`src/rtl/uart_pkg.sv`:
```
// Shared UART definitions: transmitter FSM encoding, 16x oversample factor,
// and the baud_select -> divisor table (divisor = CLK/(16*baud), rounded).
package uart_pkg;

  localparam int unsigned OVERSAMPLE = 16;
  localparam int unsigned BAUD_CODES = 8;
  localparam int unsigned DIV_W      = 16;
  localparam int unsigned TICK_CNT_W = 4;

  typedef enum logic [2:0] {
    ST_IDLE   = 3'd0,
    ST_START  = 3'd1,
    ST_DATA   = 3'd2,
    ST_PARITY = 3'd3,
    ST_STOP   = 3'd4
  } tx_state_e;

  localparam int unsigned BAUD_RATE [BAUD_CODES] = '{
    300, 1200, 4800, 9600, 19200, 38400, 57600, 115200
  };

  // Round-to-nearest divisor for one baud code; only ever called with constants.
  function automatic logic [31:0] div_for_code(input int unsigned clk_hz,
                                               input logic [2:0]  code);
    longint den;
    den = longint'(OVERSAMPLE) * longint'(BAUD_RATE[code]);
    return 32'((longint'(clk_hz) + den / 2) / den);
  endfunction

endpackage

```
`src/rtl/uart_transmitter_baud_controller.sv`:
```
// 16x oversample tick generator: one-cycle o_tick every divisor clocks for the
// selected baud code; i_clear restarts the count so the first tick is a full period away.
module baud_controller
  import uart_pkg::*;
#(
  parameter int unsigned CLK_FREQ_HZ = 100000000
) (
  input  logic       i_clk,
  input  logic       i_reset,
  input  logic [2:0] i_baud_select,
  input  logic       i_clear,
  output logic       o_tick
);

  logic [DIV_W-1:0] w_div_table [BAUD_CODES];
  logic [DIV_W-1:0] w_div_last;
  logic [DIV_W-1:0] r_cnt;

  for (genvar g = 0; g < BAUD_CODES; g++) begin : g_div
    assign w_div_table[g] = DIV_W'(div_for_code(CLK_FREQ_HZ, 3'(g)));
  end

  assign w_div_last = w_div_table[i_baud_select] - DIV_W'(1);

  always_ff @(posedge i_clk or posedge i_reset) begin
    if (i_reset) begin
      r_cnt <= '0;
    end else if (i_clear || (r_cnt == w_div_last)) begin
      r_cnt <= '0;
    end else begin
      r_cnt <= r_cnt + DIV_W'(1);
    end
  end

  assign o_tick = ~i_clear & (r_cnt == w_div_last);

endmodule

```
`src/rtl/uart_transmitter.sv`:
```
// UART transmitter: start, 8 data bits LSB first, optional even parity, stop.
// Define UART_TX_PARITY_EN for the 11-bit frame; otherwise frames are 10 bits.
module uart_transmitter
  import uart_pkg::*;
#(
  parameter int unsigned CLK_FREQ_HZ = 100000000
) (
  input  logic       clk,
  input  logic       reset,
  input  logic [7:0] Tx_DATA,
  input  logic [2:0] baud_select,
  input  logic       Tx_EN,
  input  logic       Tx_WR,
  output logic       TxD,
  output logic       Tx_BUSY,
  output tx_state_e  o_dbg_state
);

  // Handshake: Tx_WR is valid, (Tx_EN & ~Tx_BUSY) is ready; a byte transfers on
  // a rising edge where both hold, otherwise the strobe is dropped (no queue).

  tx_state_e             r_state;
  tx_state_e             w_next_state;
  logic [7:0]            r_data;
  logic [2:0]            r_baud;
  logic [TICK_CNT_W-1:0] r_tick_cnt;
  logic [2:0]            r_bit_idx;
  logic                  w_tick;
  logic                  w_accept;
  logic                  w_abort;
  logic                  w_bit_done;

  assign w_accept   = Tx_WR & Tx_EN & (r_state == ST_IDLE);
  assign w_abort    = (r_state != ST_IDLE) & ~Tx_EN;
  assign w_bit_done = w_tick & (r_tick_cnt == TICK_CNT_W'(OVERSAMPLE - 1));

  baud_controller #(
    .CLK_FREQ_HZ (CLK_FREQ_HZ)
  ) u_baud (
    .i_clk         (clk),
    .i_reset       (reset),
    .i_baud_select (r_baud),
    .i_clear       (w_accept),
    .o_tick        (w_tick)
  );

  always_ff @(posedge clk or posedge reset) begin
    if (reset) begin
      r_state <= ST_IDLE;
    end else begin
      r_state <= w_next_state;
    end
  end

  always_comb begin
    w_next_state = r_state;
    case (r_state)
      ST_IDLE:   if (w_accept) w_next_state = ST_START;
      ST_START:  if (w_bit_done) w_next_state = ST_DATA;
      ST_DATA: begin
        if (w_bit_done && (r_bit_idx == 3'd7)) begin
`ifdef UART_TX_PARITY_EN
          w_next_state = ST_PARITY;
`else
          w_next_state = ST_STOP;
`endif
        end
      end
      ST_PARITY: if (w_bit_done) w_next_state = ST_STOP;
      ST_STOP:   if (w_bit_done) w_next_state = ST_IDLE;
      default:   w_next_state = ST_IDLE;
    endcase
    if (w_abort) begin
      w_next_state = ST_IDLE;
    end
  end

  always_comb begin
    TxD     = 1'b1;
    Tx_BUSY = (r_state != ST_IDLE);
    case (r_state)
      ST_START:  TxD = 1'b0;
      ST_DATA:   TxD = r_data[r_bit_idx];
      ST_PARITY: TxD = ^r_data;
      default:   TxD = 1'b1;
    endcase
  end

  // Byte and rate are frozen at accept so mid-frame input changes cannot leak in.
  always_ff @(posedge clk or posedge reset) begin
    if (reset) begin
      r_data     <= '0;
      r_baud     <= '0;
      r_tick_cnt <= '0;
      r_bit_idx  <= '0;
    end else if (w_accept) begin
      r_data     <= Tx_DATA;
      r_baud     <= baud_select;
      r_tick_cnt <= '0;
      r_bit_idx  <= '0;
    end else if ((r_state == ST_IDLE) || w_abort) begin
      r_tick_cnt <= '0;
      r_bit_idx  <= '0;
    end else if (w_tick) begin
      r_tick_cnt <= r_tick_cnt + TICK_CNT_W'(1);
      if (w_bit_done && (r_state == ST_DATA)) begin
        r_bit_idx <= r_bit_idx + 3'd1;
      end
    end
  end

  assign o_dbg_state = r_state;

endmodule

```
`config.mk`:
```
export PLATFORM = sky130hd
export DESIGN_NAME = uart_transmitter
export DESIGN_NICKNAME = d
export VERILOG_FILES = /design/src/rtl/uart_pkg.sv /design/src/rtl/uart_transmitter_baud_controller.sv /design/src/rtl/uart_transmitter.sv
export SDC_FILE = /design/constraint.sdc
export NUM_CORES = 1
export LEC_CHECK = 0
export ABC_AREA = 1
export CAP_MARGIN = 20
export CORE_ASPECT_RATIO = 0.7
export CORE_MARGIN = 2
export CORE_UTILIZATION = 35
export CTS_BUF_LIST = sky130_fd_sc_hd__clkbuf_4 sky130_fd_sc_hd__clkbuf_8
export DETAILED_ROUTE_END_ITERATION = 8
export DONT_BUFFER_PORTS = 1
export PLACE_DENSITY = 0.46
export SYNTH_ARGS = -nofsm -noshare
export SYNTH_HDL_FRONTEND = slang
export SYNTH_SLANG_ARGS = --single-unit
```
`constraint.sdc`:
```
create_clock -name clk -period 3.8 [get_ports clk]
set_clock_uncertainty 0.2 [all_clocks]
set_input_delay 1.14 -clock clk [delete_from_list [all_inputs] [get_ports clk]]
set_output_delay 1.14 -clock clk [all_outputs]
set_load 0.005 [all_outputs]
```
# Yosys cells after proc, flatten, opt, wreduce, memory -nomap -nowiden
# Memory sizes are Yosys's and may differ from the RTL's.
# Cells that the tools add are included.
# W data, S select, Z words.
# word_totals
regBits	37
latchBits	0
mem_bits_rw	0
rom_bits	128
input_bits	15
word_cells	64
n_memories	1
# memory_table
memory	words	word_bits	read_ports	rd_clocked_by_memory_dff	write_ports	line	rtl
(name not given)	8	16	1	0	0	uart_transmitter_baud_controller.sv:23	assign w_div_last = w_div_table[i_baud_select] - DIV_W'(1);
# classes
add_sub_neg	4
n_mul	0
n_div	0
magnitude_cmp	2
eq_ne	12
shift	0
mux	20
bitwise	8
n_reduce_logical	11
# op_table
cell	n
$mux W16	3
$mux W3	10
$add A16 B1 Y16 const B	1
$eq A16 B16 Y1	1
$sub A16 B1 Y16 const B	1
$pmux W3 S5	1
$mux W4	3
$ne A3 B3 Y1 const B	4
$reduce_bool A3 Y1	3
$reduce_xor A8 Y1	1
$eq A3 B2 Y1 const B	2
$eq A3 B3 Y1 const B	2
$and A1 B1 Y1	5
$reduce_and A5 Y1	1
$add A4 B1 Y4 const B	1
$eq A4 B4 Y1 const B	1
$ge A4 B4 Y1 const B	1
$lt A3 B4 Y1 const B	1
$not A3 Y4	1
$add A3 B1 Y3 const B	1
$bmux W1 S3	1
$eq A3 B1 Y1 const B	1
$logic_not A3 Y1	1
$ne A3 B2 Y1 const B	1
other kinds (6)	9

# Longest topological paths before layout
# logic_depth
ltp_word	13
ltp_mapped	21
ltp_nobuf	21

# Cells and area by module
# From an unflattened synthesis, not the netlist that was laid out.
# hier_totals
cells_unflattened	410
hier_area_um2	2802.7
# modules_own_cells
module	n_inst	cells_per_inst	area_per_inst_um2	seq_area_each_um2
baud_controller	1	251	1622.8	400.4
uart_transmitter	1	159	1179.9	525.5

# Worst setup path before layout
# No wires, ideal clock.
# synth_timing
path_kind	register to register
from	register r_baud[1]
to	register u_baud.r_cnt[7]
arrival_time_ps	2559
required_ps	3466
slack_ps	907
path_stages_with_launch	21
n_path_buf	1
path_cell_list	dfrtp_1 -> inv_1 -> ha_1 -> inv_1 -> nand2_1 -> nand2_2 -> ha_1 -> nand3_1 -> nor2_2 -> inv_2 -> nor2_4 -> nand2_2 -> nand2_2 -> inv_2 -> nand2_1 -> nand2_1 -> nor2_4 -> nand2_2 -> nand2_4 -> buf_6 -> nor3_2
# synth_between
elab_chain_len	8
# synth_rtl
element	line	rtl
from (decl)	uart_transmitter.sv:25	logic [2:0] r_baud;
from (signal assigned)	uart_transmitter.sv:98	r_baud <= baud_select;
$not A3 Y4 (implied by the code)	uart_transmitter_baud_controller.sv:23	
$mem_v2 Z8 W16	--	
$mux W16 (implied by the code) (2 in series)	uart_transmitter_baud_controller.sv:23	
$sub A16 B1 Y16	uart_transmitter_baud_controller.sv:23	
$eq A16 B16 Y1	uart_transmitter_baud_controller.sv:28	end else if (i_clear || (r_cnt == w_div_last)) begin
$logic_or A1 B1 Y1	uart_transmitter_baud_controller.sv:28	
$mux W16	uart_transmitter_baud_controller.sv:28	
to (signal assigned)	uart_transmitter_baud_controller.sv:31	r_cnt <= r_cnt + DIV_W'(1);
to (decl)	uart_transmitter_baud_controller.sv:17	logic [DIV_W-1:0] r_cnt;
# No other way between the ends. The select of a mux whose other input is x is not followed.
# A chain may end at the register's enable or synchronous reset.

# Final worst setup path
# layout_timing
from	register r_baud[0]
to	register r_bit_idx[0]
# layout_between
elab_chain_len	11
word_cells_on_any_way	12
classes_between	add/sub: 1; eq/ne: 1; mux: 2; bitwise: 3; reduce/logical: 4; memory: 1
# layout_rtl
element	line	rtl
$not A3 Y4 (implied by the code) (*)	uart_transmitter_baud_controller.sv:23	
$mem_v2 Z8 W16 (*)	--	
$mux W16 (implied by the code) (*) (2 in series)	uart_transmitter_baud_controller.sv:23	
$sub A16 B1 Y16 (*)	uart_transmitter_baud_controller.sv:23	
$eq A16 B16 Y1 (*)	uart_transmitter_baud_controller.sv:35	assign o_tick = ~i_clear & (r_cnt == w_div_last);
$and A1 B1 Y1 (*)	uart_transmitter_baud_controller.sv:35	
$and A1 B1 Y1	uart_transmitter.sv:35	assign w_bit_done = w_tick & (r_tick_cnt == TICK_CNT_W'(OVERSAMPLE - 1));
$logic_and A1 B1 Y1	uart_transmitter.sv:106	if (w_bit_done && (r_state == ST_DATA)) begin
$reduce_bool A3 Y1 (no line)	--	
$reduce_and A2 Y1 (no line) (*)	--	
to (signal assigned)	uart_transmitter.sv:107	r_bit_idx <= r_bit_idx + 3'd1;
to (decl)	uart_transmitter.sv:27	logic [2:0] r_bit_idx;
# Mark *: on every way between the ends. The rest lies on a longest branch, timed or not. The select of a mux whose other input is x is not followed.

==> run_results.csv <==
group,metric,value,unit
sta,setup-tns-final,0,ps
grt,grt_pass1_wl,11800,um
floorplanning,io-pin-count,20,
sta,slew_headroom,58.2,%
cts,cts.clk_slew.worst_paths,80,ps
setup_path,cp.arrival,3350,ps
min_path,holdCritPathClass,"flop to flop",
detailed_routing,ant_nets,0,
layout,drive_gt1_share,11.4,%
synth,synth.avg_cell_area,6.85,um^2
setup_path,crit_start,"r_baud[0]",
cts,cts_buffers,5,
layout,antennaDiodeCount,0,
setup_path,critPathCapture,"r_bit_idx[0]",
setup_path,endpoint_kind,"flop",
setup_path,critPathMaxFanout,8,
detailed_routing,dr.pass1.iters,5,
placed_design,dp.final_hpwl,5490,um
detailed_routing,drt_iter0_drc,193,
setup_path,rr_endpoint,"r_bit_idx[0]",
floorplanning,initial_utilization,36.5,%
grt,overflow,0,
setup_path,reg2regPathDepth,19,
cts,clk_latency,300,ps
synth,netlist_top_cells_area,"dfrtp_1 32%, nand2_1 15%, nor2_1 7.2%",
sta,tightest_slew,625,ps
outcome,status,"finished, final reports clean",
synth,syn_area,0.00291,mm^2
layout,utilization,39.3,%
grt,antenna_found_initial,0,
setup_path,r2r_setup_slack,450,ps
floorplanning,die_h,80.3,um
cts,cts_tree,"done",
sta,drv_slew,0,
layout,final_cell_mix,"115 x nand2_1, 56 x nor2_1, 53 x inv_1",
cts,clock-sinks,37,
sta,period_share,88.2,%
synth,synth_cells,425,
cts,clock_path_buffers,2,
sta,rsz0062_at_grt,"false",
cts,post_cts_resized,0,
setup_path,setup.worst_path.start_class,"flop",
synth,synth_seq_cells,37,
layout,final_common_cell,"nand2_1",
cts,cts_root_buf,"clkbuf_8",
synth,synth_top_area_share,31.8,%
cts,postCtsHoldBufs,0,
cts,cts_setup_buffers,0,
grt,gr-usage-all-layers,16.6,%
detailed_routing,wl_per_cell,12.9,um
grt,grt_max_degree,38,
synth,yosys.area.top_type,"dfrtp_1",
sta,setup_viol,0,
setup_path,cp.required,3800,ps
synth,synth_seq_area_share,31.8,%
setup_path,r2r_start,"r_baud[0]",
layout,area_growth,7.78,%
floorplanning,core_area,0.00797,mm^2
sta,max_freq,298,MHz
synth,synth_warnings,0,
cts,htree_levels,2,
synth,synth_cell_types,36,
floorplanning,die_x,113,um
detailed_routing,vias,2546,
floorplanning,rows,27,
placed_design,place_congestion,0.902,
synth,syn-num-nets,452,
setup_path,crit_type,"flop to flop",
floorplanning,fp.dieArea,0.00907,mm^2
layout,num-fill-cells,850,
run,cap_viol_max_count,0,
sta,min_period,3350,ps
power,leakagePower,0.00156,uW
layout,nets,457,
placed_design,port_buffers,0,
sta,final_hold_viol_count,0,
detailed_routing,drc,0,
grt,grt_pass1_vias,2341,
detailed_routing,vias_per_cell,4.79,
detailed_routing,drt_wl_total,6860,um
power,powerDensity,805,mW/mm^2
power,ir_drop,0.342,mV
-- cell type report --
cell class | count | area (um^2) | share of cell area, %
inverters | 61 | 229 | 7.30
clock inverters | 3 | 46.3 | 1.48
multi-input cells | 322 | 1720 | 54.8
well taps | 101 | 126 | 4.03
repair buffers | 3 | 22.5 | 0.718
clock buffers | 5 | 68.8 | 2.19
flip-flops and latches | 37 | 926 | 29.5
-- Yosys cell counts (all sizes together) --
cell type / n
a21boi: 1
nand2: 127
dfrtp: 37
clkbuf: 2
or3: 1
or2: 2
buf: 3
xor2: 12
nor2: 64
o21ai: 12
ha: 12
xnor2: 7
o21a: 1
a21oi: 17
and3: 1
nor3b: 4
inv: 59
mux2: 5
clkinv: 2
nor3: 7
nor4: 2
nand3: 39
nand4: 6
o211ai: 2
-- registers in the layout, summed over array words and instances (netlist names) --
| signal | flops |
|---|---|
| o_dbg_state | 3 |
| r_baud | 3 |
| r_bit_idx | 3 |
| r_data | 8 |
| r_tick_cnt | 4 |
| u_baud.r_cnt | 16 |
-- power by group --
group	total, uW	switching, uW	internal [uW]
logic	1570	1020	545
clock network	360	163	197
registers	599	107	492
total	2520	1290	1230
-- logic make-up after synthesis --
logic type	synth area share, %
muxes	1.93
xor gates and xnor gates	5.72
and+or+nand+nor	40.2
AOI/OAI and AO/OA	6.02
buffers and inverters	9.16
adders and majority gates	5.16
DFF	31.8
-- worst max-delay path: stages, from the launching register on --
cell and delay [ps]:
dfrtp_1 470, inv_1 190, ha_1 360, inv_1 90, nand2_1 80, nand2_2 120, ha_1 230, nand3_1 110
nor2_2 210, inv_2 90, nor2_4 160, nand2_2 80, nand2_2 90, inv_2 40, nand2_1 50, nand2_1 70
nor2_4 160, nand4_2 190, o21ai_0 200, nor2_1 50
-- how the worst min path moves through the flow --
stage                          from              end  cells after the start
CTS                   r_tick_cnt[1]    r_tick_cnt[1]                      2
floorplan           u_baud.r_cnt[0]  u_baud.r_cnt[0]                      1
global route          r_tick_cnt[1]    r_tick_cnt[1]                      2
global placement      r_tick_cnt[0]    r_tick_cnt[0]                      1
finish                r_tick_cnt[0]    r_tick_cnt[0]                      1
detailed placement    r_tick_cnt[1]    r_tick_cnt[1]                      2
-- routing by layer --
metal / track usage (%) / vias up / part of all wire [%]
met1: 26.5 / 1150 / 59
met3: 3.47 / 8 / 3.3
met4: 3.66 / 0 / 0.85
li1: - / 1351 / -
met2: 22.3 / 37 / 37
met5: 0 / - / 0
-- metrics by stage --
step                      worst slack [ps]  hold WS [ps]  cell area (um^2)  total power [uW]  instances
after floorplan                        907           269              2910              1860        425
after global placement                 522           300              3020              2180        524
after detailed placement               483           299              3020              2170        524
after CTS                              473           320              3140              2540        532
after global routing                   130           345              3140              2810        532
final                                  447           321              3140              2520        532
No activity file was read; power rests on OpenSTA's default activity.
